<file path="src/rtl/serial_subtractor.sv">
// serial_subtractor: multi-cycle WIDTH-bit subtractor, diff = x - y - bin.
// Processes DIGIT bits per clock, LSB digit first, with a start/ready/done
// handshake. The datapath is DIGIT full-subtractor cells. The minuend shift
// register doubles as the result accumulator: each cycle one digit shifts
// out of the bottom and one difference digit shifts in at the top.
//
// Parameters:
//   WIDTH  operand/result width (>= 1)
//   DIGIT  bits per cycle; WIDTH must be a multiple of DIGIT
// Ports:
//   clk, rst_n    rising-edge clock, synchronous active-low reset
//   start         request, accepted only while ready=1
//   x, y, bin     minuend, subtrahend, borrow-in (sampled on accept)
//   ready         high in IDLE
//   busy          high in RUN
//   done          one-cycle pulse when diff/bout have just been loaded
//   diff, bout    registered result and final borrow-out
//   ovf           signed overflow flag, present only with SERIAL_SUB_OVF_EN
// Optional feature macro: SERIAL_SUB_OVF_EN

// One full-subtractor bit: d = x - y - b, with borrow-out.
module serial_subtractor_cell (
    input  logic i_x,
    input  logic i_y,
    input  logic i_b,
    output logic o_d,
    output logic o_b
);
    assign o_d = i_x ^ i_y ^ i_b;
    assign o_b = (~i_x & i_y) | (~i_x & i_b) | (i_y & i_b);
endmodule

module serial_subtractor #(
    parameter int WIDTH = 8,
    parameter int DIGIT = 1
) (
    input  logic             clk,
    input  logic             rst_n,
    input  logic             start,
    input  logic [WIDTH-1:0] x,
    input  logic [WIDTH-1:0] y,
    input  logic             bin,
    output logic             ready,
    output logic             busy,
    output logic             done,
    output logic [WIDTH-1:0] diff,
`ifdef SERIAL_SUB_OVF_EN
    output logic             ovf,
`endif
    output logic             bout
);
    localparam int N  = WIDTH / DIGIT;
    localparam int CW = (N > 1) ? $clog2(N) : 1;

    generate
        if (WIDTH < 1 || DIGIT < 1 || (WIDTH % DIGIT) != 0) begin : g_bad_cfg
            $error("serial_subtractor: WIDTH must be a positive multiple of DIGIT");
        end
    endgenerate

    typedef enum logic [1:0] {S_IDLE, S_RUN, S_DONE} state_t;

    state_t           r_state;
    state_t           w_state_nxt;
    logic [WIDTH-1:0] r_x;
    logic [WIDTH-1:0] r_y;
    logic             r_b;
    logic [CW-1:0]    r_cnt;
    logic [WIDTH-1:0] r_diff;
    logic             r_bout;

    logic [DIGIT:0]   w_bc;
    logic [DIGIT-1:0] w_d;
    logic [WIDTH-1:0] w_d_ext;
    logic [WIDTH-1:0] w_x_nxt;
    logic             w_last;

    // Borrow ripples through the DIGIT cells; the register closes the loop
    // between cycles.
    assign w_bc[0] = r_b;

    genvar g;
    generate
        for (g = 0; g < DIGIT; g++) begin : g_cell
            serial_subtractor_cell u_cell (
                .i_x (r_x[g]),
                .i_y (r_y[g]),
                .i_b (w_bc[g]),
                .o_d (w_d[g]),
                .o_b (w_bc[g+1])
            );
        end
    endgenerate

    assign w_last = (r_cnt == CW'(N - 1));

    // Shift the consumed digit out, insert the new difference digit on top.
    // After N cycles r_x holds the full difference.
    always_comb begin
        w_d_ext              = '0;
        w_d_ext[DIGIT-1:0]   = w_d;
        w_x_nxt              = (r_x >> DIGIT) | (w_d_ext << (WIDTH - DIGIT));
    end

    always_ff @(posedge clk) begin
        if (!rst_n) r_state <= S_IDLE;
        else        r_state <= w_state_nxt;
    end

    always_comb begin
        w_state_nxt = r_state;
        ready       = 1'b0;
        busy        = 1'b0;
        done        = 1'b0;
        case (r_state)
            S_IDLE: begin
                ready = 1'b1;
                if (start) w_state_nxt = S_RUN;
            end
            S_RUN: begin
                busy = 1'b1;
                if (w_last) w_state_nxt = S_DONE;
            end
            S_DONE: begin
                done        = 1'b1;
                w_state_nxt = S_IDLE;
            end
            default: w_state_nxt = S_IDLE;
        endcase
    end

`ifdef SERIAL_SUB_OVF_EN
    // Operand sign bits are kept separately because r_x is overwritten by
    // the difference as the operation proceeds.
    logic r_xm;
    logic r_ym;
    logic r_ovf;
`endif

    always_ff @(posedge clk) begin
        if (!rst_n) begin
            r_x    <= '0;
            r_y    <= '0;
            r_b    <= 1'b0;
            r_cnt  <= '0;
            r_diff <= '0;
            r_bout <= 1'b0;
`ifdef SERIAL_SUB_OVF_EN
            r_xm   <= 1'b0;
            r_ym   <= 1'b0;
            r_ovf  <= 1'b0;
`endif
        end else begin
            case (r_state)
                S_IDLE: begin
                    if (start) begin
                        r_x   <= x;
                        r_y   <= y;
                        r_b   <= bin;
                        r_cnt <= '0;
`ifdef SERIAL_SUB_OVF_EN
                        r_xm  <= x[WIDTH-1];
                        r_ym  <= y[WIDTH-1];
`endif
                    end
                end
                S_RUN: begin
                    r_x   <= w_x_nxt;
                    r_y   <= r_y >> DIGIT;
                    r_b   <= w_bc[DIGIT];
                    r_cnt <= r_cnt + CW'(1);
                    if (w_last) begin
                        r_diff <= w_x_nxt;
                        r_bout <= w_bc[DIGIT];
`ifdef SERIAL_SUB_OVF_EN
                        r_ovf  <= (r_xm != r_ym) & (w_x_nxt[WIDTH-1] != r_xm);
`endif
                    end
                end
                default: ;
            endcase
        end
    end

    assign diff = r_diff;
    assign bout = r_bout;
`ifdef SERIAL_SUB_OVF_EN
    assign ovf  = r_ovf;
`endif

endmodule

</file>
<file path="config.mk">
export PLATFORM = sky130hd
export DESIGN_NAME = serial_subtractor
export DESIGN_NICKNAME = d
export VERILOG_FILES = /design/src/rtl/serial_subtractor.sv
export SDC_FILE = /design/constraint.sdc
export NUM_CORES = 1
export LEC_CHECK = 0
export ABC_AREA = 1
export CAP_MARGIN = 20
export CORE_MARGIN = 5
export CORE_UTILIZATION = 50
export CTS_CLUSTER_DIAMETER = 100
export DETAILED_ROUTE_END_ITERATION = 16
export PLACE_DENSITY = 0.87
export SLEW_MARGIN = 15
export SYNTH_ARGS = -nofsm -noshare
export SYNTH_HDL_FRONTEND = slang
export SYNTH_HIERARCHICAL = 1
export SYNTH_SLANG_ARGS = --single-unit
</file>
<file path="constraint.sdc">
create_clock -name clk -period 1.7 [get_ports clk]
set_input_delay 0.17 -clock clk [delete_from_list [all_inputs] [get_ports clk]]
set_output_delay 0.17 -clock clk [all_outputs]
set_load 0.01 [all_outputs]
</file>
==> qor.csv <==
metric,value,unit
outcome,completed,
Post-route DRC,0,
total clock sinks,31,
vias in the first global route,1195,
Critical Path Fanout Max,3,
worst hold margin,412,ps
Max Cap Violations,0,
Post-synth ARST share,0,%
CP Class,reg2out,
vias,1365,
worst skew pair latency,330,ps
crit end category,output pin,
Setup crit start kind,flop,
syn avg cell area,6.62,µm²
nets,286,
top-count cell post-synth,nand2_1,
min Tclk post-route,1630,ps
dpl hpwl,2090,µm
remaining antenna violation count,0,
largest net degree at the start of global routing,29,
Worst EP arrival,1460,ps
# rows,20,
Syn-to-layout area delta,25.8,%
Final Wtd Congestion,0.792,
Fin Clk Skew,5.43,ps
"top cells by area, synth","dfxtp_1, nand2_1, inv_1, nor2_1, a21oi_1",
Core Region,2980,µm²
synthesis-stage register bit count,31,
via density per instance,4.60,
initial antenna violation count,0,
met1 Usage GRT,16.5,%
Final Hold Viols,0,
most frequent cells after synthesis,"nand2_1, inv_1, nor2_1",
Final period util,95.7,%
gr usage total,15.2,%
TNS Setup,0,ps
Peak VDD IR,0.528,mV
grt ovf,0,
Ports,32,
Worst R2R Setup Slack,320,ps
total power,1.45,mW
Root Buffer,clkbuf_4,
Routed WL,2950,µm
CTS tree,yes,
met2 Usage GRT,25.9,%
die area,4220,µm²
Antenna Diode Count,0,
Rel. slew slack,86.3,%
drt wl/cell,9.94,µm
layout cells sized above 1,7.95,%
Synth area leader,dfxtp_1,
register area share after synthesis,41.1,%
GRT Max-Usage Layer,met2,
Min-Delay Path Class,in2reg,
total CTS buffers,5,
wire length of the first global-routing pass,4890,µm
syn_nets,251,
Max Fclk,0.615,GHz
met3 Resource Use GR,4.85,%
top-area cell type share of the netlist area,41.1,%
post-CTS setup buffers,0,
Fillers,257,
Initial Util,50.7,%
final setup fails,0,
LEAKAGE,0.971,nW
Cell Pwr Density,764,nW/µm²
Crit path required time,1530,ps
Synth Flop Type,dfxtp_1,
CTS clock-pin slew for the worst setup and hold paths,90,ps
Die Y,65.0,µm
die width,65.0,µm
CTS Buffer Depth,2,
gate count after technology mapping,228,
max-slew violation count,0,
Cell variety after synth,19,
TritonRoute pass-1 iters,4,
drt initial violations,30,
Layout Utilization,63.8,%
yosys warns,6,
Worst-Margin Slew,205,ps
number of flops mapped to enable cells by yosys,0,
port bufs,31,
H-Tree Depth,2,
post-synth design cell area,1510,µm²
-- power by group --
group / leakage (nW) / switching [mW] / total (mW) / internal (mW)
Sequential: 0.256 / 0.0224 / 0.790 / 0.768
Combinational: 0.686 / 0.137 / 0.260 / 0.123
Clock: 0.0293 / 0.240 / 0.401 / 0.161
-- worst max-delay path, stage by stage, from the launching register on --
cell and delay (ps):
dfxtp_2 380, inv_2 80, nor2_1 120, clkdlybuf4s50_1 550
-- registers in the layout, summed over array words and instances, names as in the netlist --
name     cells
diff         8
r_x          8
bout         1
r_y          8
r_cnt        3
r_state      2
r_b          1
-- cells in the final DEF (no fill, tap or decap) --
cell type	n
nand2_1	69
inv_1	42
nor2_1	34
clkdlybuf4s50_1	30
dfxtp_1	29
a21oi_1	19
o21ai_0	10
clkbuf_4	5
buf_4	5
nand3_1	3
inv_2	2
nand2_2	2
ha_1	2
clkbuf_1	2
nand2_4	1
nor2_4	1
o21ai_4	1
nor3_1	1
clkinv_2	1
fa_1	1
dlymetal6s2s_1	1
buf_12	1
dfxtp_4	1
dfxtp_2	1
-- timing repair --
action	4_1_cts	5_1_grt
pin swaps	0	0
setup endpoints to repair	3	3
gates resized for setup	1	3
hold buffers	0	0
-- worst paths after layout --
| path | startpoint | endpoint | cells after the start |
|---|---|---|---|
| worst min register to register | r_cnt[1] | r_cnt[1] | 2 |
| worst max-delay path | r_state[1] | done | 3 |
| worst max register to register | r_cnt[0] | diff[4] | 7 |
| worst min-delay path | y[7] | r_y[7] | 3 |
-- metal layers --
metal	share of wire, %	wire [µm]
met3	4.6	135
met1	45	1320
met4	2.3	68
met2	48	1430
met5	0	0
-- cell type report --
type,count,area (µm²),share of cell area (%)
clock inverter,1,5.00,0.263
multi-input combinational,144,648,34.1
timing repair buffer,37,370,19.5
inverter,44,165,8.69
sequential,31,626,32.9
clock buffer,7,45.0,2.37
tap,33,41.3,2.17
-- metrics by stage --
step / cells / instance area (µm²) / setup slack [ps]
6_report: 297 / 1900 / 73.7
5_1_grt: 297 / 1900 / -5.73
4_1_cts: 297 / 1890 / 0.0939
3_5_place_dp: 289 / 1840 / 287
3_3_place_gp: 289 / 1840 / 314
2_1_floorplan: 228 / 1510 / 429
-- cell families after synthesis --
family / Yosys count / share of synthesized area (%)
AO/OA/AOI/OAI: 30 / 10.7
AND/OR/NAND/NOR: 111 / 29.2
flip-flops: 31 / 41.1
buffers and inverters: 53 / 16.0
adder cells (fa/ha/maj): 3 / 2.98
Power figures use the tool's default switching activity.
